### config.mk
export PLATFORM = sky130hd
export DESIGN_NAME = rgb_frame_aligner
export DESIGN_NICKNAME = d
export VERILOG_FILES = /design/src/rtl/rgb_frame_aligner.sv
export SDC_FILE = /design/constraint.sdc
export NUM_CORES = 1
export LEC_CHECK = 0
export BUFFER_PORTS_ARGS = -buffer_cell sky130_fd_sc_hd__buf_4
export CELL_PAD_IN_SITES_DETAIL_PLACEMENT = 1
export CELL_PAD_IN_SITES_GLOBAL_PLACEMENT = 1
export CORE_MARGIN = 10
export CORE_UTILIZATION = 40
export DETAILED_ROUTE_END_ITERATION = 10
export PLACE_DENSITY = 0.88
export SYNTH_ARGS = -nofsm -noshare
export SYNTH_HDL_FRONTEND = slang
export SYNTH_SLANG_ARGS = --single-unit
### constraint.sdc
create_clock -name clock_i -period 2.7 [get_ports clock_i]
set_input_delay 0.405 -clock clock_i [delete_from_list [all_inputs] [get_ports clock_i]]
set_output_delay 0.405 -clock clock_i [all_outputs]
set_load 0.01 [all_outputs]
### src/rtl/rgb_frame_aligner.sv
// Frame aligner: repairs a tuser/tlast-marked RGB stream into exact HEIGHT x WIDTH frames.
// Optional saturating error counters are enabled with FRAME_ALIGNER_STATS_EN.
module rgb_frame_aligner #(
    parameter int          HEIGHT    = 600,
    parameter int          WIDTH     = 800,
    parameter logic [7:0]  PAD_VALUE = 8'h00
) (
    input  logic        clock_i,
    input  logic        reset_ni,
    input  logic        slave_tvalid_i,
    output logic        slave_tready_o,
    input  logic [7:0]  slave_red_i,
    input  logic [7:0]  slave_green_i,
    input  logic [7:0]  slave_blue_i,
    input  logic        slave_tuser_i,
    input  logic        slave_tlast_i,
    output logic        master_tvalid_o,
    input  logic        master_tready_i,
    output logic [7:0]  master_red_o,
    output logic [7:0]  master_green_o,
    output logic [7:0]  master_blue_o,
    output logic        master_tlast_o,
`ifdef FRAME_ALIGNER_STATS_EN
    output logic [15:0] short_line_count_o,
    output logic [15:0] long_line_count_o,
    output logic [15:0] short_frame_count_o,
`endif
    output logic [2:0]  debug_state_o
);
    // Handshake: a beat transfers on a rising edge where tvalid & tready are both high;
    // master data is held stable while master_tvalid_o & !master_tready_i.
    localparam int RW = (HEIGHT > 1) ? $clog2(HEIGHT) : 1;
    localparam int CW = $clog2(WIDTH);
    localparam logic [RW-1:0] ROW_LAST = RW'(HEIGHT - 1);
    localparam logic [CW-1:0] COL_LAST = CW'(WIDTH - 1);

    typedef enum logic [2:0] {
        WAIT_SOF  = 3'd0,
        PASS      = 3'd1,
        PAD_LINE  = 3'd2,
        DROP_LINE = 3'd3,
        PAD_FRAME = 3'd4
    } state_t;

    state_t        state, state_n;
    logic [RW-1:0] row;
    logic [CW-1:0] col;
    logic          slot_free, load, load_pad;
    logic          row_last, col_last, last_pix, at_origin;

    assign slot_free     = !master_tvalid_o || master_tready_i;
    assign row_last      = (row == ROW_LAST);
    assign col_last      = (col == COL_LAST);
    assign last_pix      = row_last && col_last;
    assign at_origin     = (row == '0) && (col == '0);
    assign debug_state_o = state;

    always_comb begin
        state_n        = state;
        slave_tready_o = 1'b0;
        load           = 1'b0;
        load_pad       = 1'b0;
        case (state)
            WAIT_SOF: begin
                slave_tready_o = slave_tuser_i ? slot_free : 1'b1;
                if (slave_tvalid_i && slave_tuser_i && slot_free) begin
                    load    = 1'b1;
                    state_n = slave_tlast_i ? PAD_LINE : PASS;
                end
            end
            PASS: begin
                // A new SOF mid-frame is held at the input until the frame is padded out.
                if (slave_tuser_i && !at_origin) begin
                    if (slave_tvalid_i) state_n = PAD_FRAME;
                end else begin
                    slave_tready_o = slot_free;
                    if (slave_tvalid_i && slot_free) begin
                        load = 1'b1;
                        if (slave_tlast_i && !col_last)      state_n = PAD_LINE;
                        else if (last_pix)                   state_n = WAIT_SOF;
                        else if (!slave_tlast_i && col_last) state_n = DROP_LINE;
                    end
                end
            end
            PAD_LINE: begin
                if (slot_free) begin
                    load     = 1'b1;
                    load_pad = 1'b1;
                    if (col_last) state_n = row_last ? WAIT_SOF : PASS;
                end
            end
            DROP_LINE: begin
                slave_tready_o = !slave_tuser_i;
                if (slave_tvalid_i) begin
                    if (slave_tuser_i)      state_n = PAD_FRAME;
                    else if (slave_tlast_i) state_n = PASS;
                end
            end
            PAD_FRAME: begin
                if (slot_free) begin
                    load     = 1'b1;
                    load_pad = 1'b1;
                    if (last_pix) state_n = WAIT_SOF;
                end
            end
            default: state_n = WAIT_SOF;
        endcase
    end

    always_ff @(posedge clock_i or negedge reset_ni) begin
        if (!reset_ni) begin
            state <= WAIT_SOF;
        end else begin
            state <= state_n;
        end
    end

    always_ff @(posedge clock_i or negedge reset_ni) begin
        if (!reset_ni) begin
            row <= '0;
            col <= '0;
        end else if (load) begin
            if (col_last) begin
                col <= '0;
                row <= row_last ? '0 : row + 1'b1;
            end else begin
                col <= col + 1'b1;
            end
        end
    end

    always_ff @(posedge clock_i or negedge reset_ni) begin
        if (!reset_ni) begin
            master_tvalid_o <= 1'b0;
            master_tlast_o  <= 1'b0;
            master_red_o    <= '0;
            master_green_o  <= '0;
            master_blue_o   <= '0;
        end else if (load) begin
            master_tvalid_o <= 1'b1;
            master_tlast_o  <= last_pix;
            master_red_o    <= load_pad ? PAD_VALUE : slave_red_i;
            master_green_o  <= load_pad ? PAD_VALUE : slave_green_i;
            master_blue_o   <= load_pad ? PAD_VALUE : slave_blue_i;
        end else if (master_tready_i) begin
            master_tvalid_o <= 1'b0;
        end
    end

`ifdef FRAME_ALIGNER_STATS_EN
    always_ff @(posedge clock_i or negedge reset_ni) begin
        if (!reset_ni) begin
            short_line_count_o  <= '0;
            long_line_count_o   <= '0;
            short_frame_count_o <= '0;
        end else begin
            if (state == PASS && state_n == PAD_LINE && short_line_count_o != 16'hFFFF)
                short_line_count_o <= short_line_count_o + 1'b1;
            if (state != DROP_LINE && state_n == DROP_LINE && long_line_count_o != 16'hFFFF)
                long_line_count_o <= long_line_count_o + 1'b1;
            if (state != PAD_FRAME && state_n == PAD_FRAME && short_frame_count_o != 16'hFFFF)
                short_frame_count_o <= short_frame_count_o + 1'b1;
        end
    end
`endif

endmodule

* Word-level counts from Yosys, hierarchy flattened *
Index checks and enable logic that the tools add are counted.

word-level totals
  register bits after elaboration = 49
  output and inout port bits = 30
  word-level logic and storage cells = 80

operators by class
  $add $sub $neg = 2
  eq/ne operators = 16
  multiplexer cells = 33
  reduce and logical (&&, ||, !) cells = 21

operator list
  cell                     number
  $mux W3                  14
  $mux W8                  3
  $add A10 B1 Y10 const B  2
  $eq A10 B10 Y1 const B   2
  $logic_not A10 Y1        2
  $mux W10                 2
  $pmux W3 S5              1
  $ne A2 B2 Y1 const B     6
  $mux W1                  10
  $reduce_and A10 Y1       1
  $ne A3 B3 Y1 const B     3
  $logic_and A1 B1 Y1      8
  $eq A3 B2 Y1 const B     2
  $pmux W1 S3              2
  $logic_not A1 Y1         5
  $ne A5 B5 Y1 const B     1
  $eq A3 B1 Y1 const B     1
  $eq A3 B3 Y1 const B     1
  $logic_not A3 Y1         1
  $mux W2                  1
  $reduce_and A2 Y1        1
  $reduce_bool A2 Y1       1
  $reduce_or A2 Y1         1
  $logic_or A1 B1 Y1       1

* Logic depth before layout (Yosys ltp) *
  depth after elaboration = 8
  mapped depth = 10

* Worst setup path before layout *
Ideal clock, no wire load.

  kind = reg2reg
  start point = reg row[3]
  end point = reg state[1], in the netlist debug_state_o[1]
  setup time = 125 ps
  arrival = 1,968 ps
  path slack = 607 ps
  stages on the path, launching flop included = 7
  clock period less this slack = 2,093 ps
  path through = dfrtp_1 > nor4_2 > nand2_1 > or4_4 > a21oi_2 > o211ai_2 > mux2_4

on the way
  word-level cells in the longest chain between the ends = 7
  elaborated cells between the ends (all ways) = 16
  classes of those cells = eq/ne (5); mux (5); reduce/logical (6)

RTL lines
  what                    line  text
  start, declared         46    logic [RW-1:0] row;
  start signal, assigned  125   row <= row_last ? '0 : row + 1'b1;
  $eq A10 B10 Y1          52    assign row_last = (row == ROW_LAST);
  $logic_and A1 B1 Y1     54    assign last_pix = row_last && col_last;
  $mux W3                 80    else if (last_pix) state_n = WAIT_SOF;
  $mux W3                 79    if (slave_tlast_i && !col_last) state_n = PAD_LINE;
  $mux W3                 77    if (slave_tvalid_i && slot_free) begin
  $mux W3                 73    if (slave_tuser_i && !at_origin) begin
  $pmux W3 S5             63    case (state)
  end signal, assigned    114   state <= state_n;
  end, declared           45    state_t state, state_n;

Several ways; a longest one is shown, not always the timed one. The select of a mux whose other input is x is not followed.
A chain may end at the register's enable or synchronous reset.

* Worst setup path in the final report *
  start point = reg col[0]
  end point = reg state[1], in the netlist debug_state_o[1]

on the way
  word-level cells in the longest chain between the ends = 7
  elaborated cells between the ends (all ways) = 20
  classes of those cells = eq/ne (6); mux (5); reduce/logical (9)

RTL lines
  what                                                     line    text
  start, declared                                          47      logic [CW-1:0] col;
  start signal, assigned                                   127     col <= col + 1'b1;
  $eq A10 B10 Y1                                           53      assign col_last = (col == COL_LAST);
  $logic_and A1 B1 Y1 or $logic_not A1 Y1 (tied branches)  54, 79
  $mux W3 or $logic_and A1 B1 Y1 (tied branches)           80, 79
  $mux W3                                                  79
  $mux W3                                                  77
  $mux W3                                                  73
  $pmux W3 S5                                              63

Several ways; a longest one is shown, not always the timed one. The select of a mux whose other input is x is not followed.

==> results_dict.tcl <==
set metrics [dict create \
    relSlewSlack 0.563 \
    synth_cell_types 47 \
    syn_area_mm2 0.00252 \
    ys_async_sr_fraction 1.00 \
    synth_seq_area_share 0.487 \
    met3_length_um 267 \
    antenna_found_initial 0 \
    grt_pass1_vias 2531 \
    fillerInstances 730 \
    fin_worst_skew_ns 0.00596 \
    max-cap-violations 0 \
    cts_buffers 5 \
    p_seq_frac 0.386 \
    drc 0 \
    required_ns 2.91 \
    final_layout_size_suffix_gt1_frac 0.254 \
    avgSynthCellArea_um2 8.87 \
    switching_share 0.419 \
    htreeDepth 2 \
    synth_area_leaders "dfrtp_1, nand2_1, o21ai_0" \
    max_stage_delay_ns 0.43 \
    wl_um 7760 \
    cp_max_fo 6 \
    slew_viol_final 0 \
    power_w 0.00307 \
    hold_ws_ns 0.115 \
    row_count 28 \
    die_area_mm2 0.00987 \
    max-vdd-ir-drop_mv 0.610 \
    path_delay_family "simple AND/OR/NAND/NOR gates" \
    start_util 0.418 \
    max_freq_mhz 404 \
    critical_path.slowest_cell "dfrtp_1" \
    cp.arrival_ns 2.68 \
    power.internal_w 0.00179 \
    synth_top_area_frac 0.487 \
    hp-class "input pin to asynchronous set/reset pin" \
    fp.dieH_um 99.4 \
    num_io_pins 60 \
    power_density_mw_per_mm2 965 \
    critical_path_class "flip-flop to flip-flop" \
    critPathBufInv 1 \
    min_period_over_period 0.916 \
    ant_nets 0 \
    period_needed_ns 2.47 \
    antennaDiodeCount 0 \
    drt_iter0_drc 89 \
    via_count 2313 \
    outcome "finished clean" \
    areaGrowthSynthToFinish_pct 26.4 \
    dp_hpwl_um 5900 \
    final_common_cell "buf_4" \
    wl_met1_um 3110 \
    p_comb_frac 0.462 \
    p_sw_w 0.00129 \
    via_per_inst 5.49 \
    tns_ns 0 \
    yosys_warnings 0 \
    dr.pass1.iters 4 \
    top_layer_used "met4" \
    syn_inst 284 \
    tightest_slew_ns 0.655 \
    clock_power_share 0.153 \
    clkTransAtPathRegs_ns 0.10 \
    cts_hold_buf 0 \
    syn_nets 319 \
    wl_per_cell_um 18.4 \
    grt_util_all_layers 0.156 \
    endpoint_kind "flip-flop" \
    hold_violations 0 \
    synth_seq_cells 49 \
    core_area_mm2 0.00603 \
    p_leak_nw 1.56 \
    grt_pass1_wl_um 12700 \
    clock_latency_ns 0.31 \
    grt_max_degree 50 \
    placement.io_buffers 59 \
    place.gp.congestion 0.862 \
    synth_edf_count 0 \
    ctsRootBufferMaster "clkbuf_8" \
    cp-start-kind "flip-flop" \
    die_w_um 99.4 \
    setup_viol 0 \
    layout_common_cells "buf_4, nand2_1, dfrtp_1" \
    cts_tree "yes" \
    clock-sinks 49 \
    gr-total-overflow 0 \
    synth_largest_area_cell "dfrtp_1" \
    crit_top_cell "and3_1" \
    clock_path_buffers 2 \
    wl_met2_um 4200 \
    crit_chain "ha_1, and3_1, and3_1, inv_2, nor4_1, o221a_2, o211ai_2, mux2_4" \
    nNetsFinal 380 \
    synth_ff_type "dfrtp_1" \
]
==> power by group through the flow <==
stage	Sequential (W)	Combinational (W)	Clock (W)
floorplan	0.00122	0.000739	0
global placement	0.00118	0.00136	0
detailed placement	0.00120	0.00143	0
CTS	0.00119	0.00144	0.000480
global route	0.00123	0.00159	0.000513
finish	0.00119	0.00142	0.000469
==> state kept, by name, summed over array words and instances, names as in the netlist <==
register / cells
master_red_o: 8
master_blue_o: 8
col: 10
master_green_o: 8
row: 10
debug_state_o: 3
master_tlast_o: 1
master_tvalid_o: 1
==> metal layers <==
metal | GRT usage | up-vias
met1 | 0.172 | 1154
met2 | 0.285 | 38
met5 | 0 | -
li1 | - | 1108
met4 | 0.0595 | 0
met3 | 0.0353 | 13
==> through the flow <==
step,instance area (µm²),worst slack [ns],util,cells
after floorplan,2520,0.607,-,284
after global placement,3060,0.351,0.509,411
after detailed placement,3060,0.262,0.509,411
after CTS,3160,0.113,0.524,419
after global routing,3180,-0.0293,0.528,421
final,3180,0.226,0.528,421
==> worst paths after layout <==
| check | endpoint | cells past startpoint | slack [ns] | start |
|---|---|---|---|---|
| setup / recovery | debug_state_o[1]$_DFFE_PN0P_ | 8 | 0.23 | col[0]$_DFFE_PN0P_ |
| hold / removal | row[3]$_DFFE_PN0P_ | 1 | 0.12 | reset_ni |
| setup reg to reg | debug_state_o[1]$_DFFE_PN0P_ | 8 | 0.23 | col[0]$_DFFE_PN0P_ |
| hold reg to reg | master_blue_o[5]$_DFFE_PN0P_ | 2 | 0.49 | master_blue_o[5]$_DFFE_PN0P_ |
| max in group asynchronous | col[9]$_DFFE_PN0P_ | 1 | 2.15 | reset_ni |
| min in group clock_i | master_green_o[0]$_DFFE_PN0P_ | 3 | 0.32 | slave_green_i[0] |
==> kinds of logic after synthesis <==
family,share of synthesized area
muxes,0.0224
and+or+nand+nor,0.229
xor gates and xnor gates,0.0313
AOI/OAI and AO/OA,0.160
DFF,0.487
buffers and inverters,0.0457
adders and majority gates,0.0248
==> what timing repair did <==
action	CTS	global route
pin swaps	0	3
hold endpoints to repair	0	0
setup buffers	0	2
setup endpoints to repair	1	2
resized for setup	1	2
==> synthesized netlist by cell type (all sizes together) (3+ instances only) <==
library cell / number
nand2: 64
dfrtp: 49
o21ai: 40
inv: 14
nor3: 11
nand3: 10
clkbuf: 9
nor2: 9
a21oi: 7
xor2: 7
buf: 6
ha: 5
nand2b: 5
nor4: 5
and3: 4
mux2i: 3
o211ai: 3
or4: 3
==> final cells by class <==
cell class / count / area, µm² / share of cell area
Clock buffer: 5 / 68.8 / 0.0216
Clock inverter: 3 / 25.0 / 0.00786
Inverter: 14 / 52.6 / 0.0165
Multi-Input combinational cell: 206 / 1200 / 0.377
Sequential cell: 49 / 1230 / 0.385
Tap cell: 75 / 93.8 / 0.0295
Timing Repair Buffer: 69 / 518 / 0.163
Power figures use the tool's default switching activity.
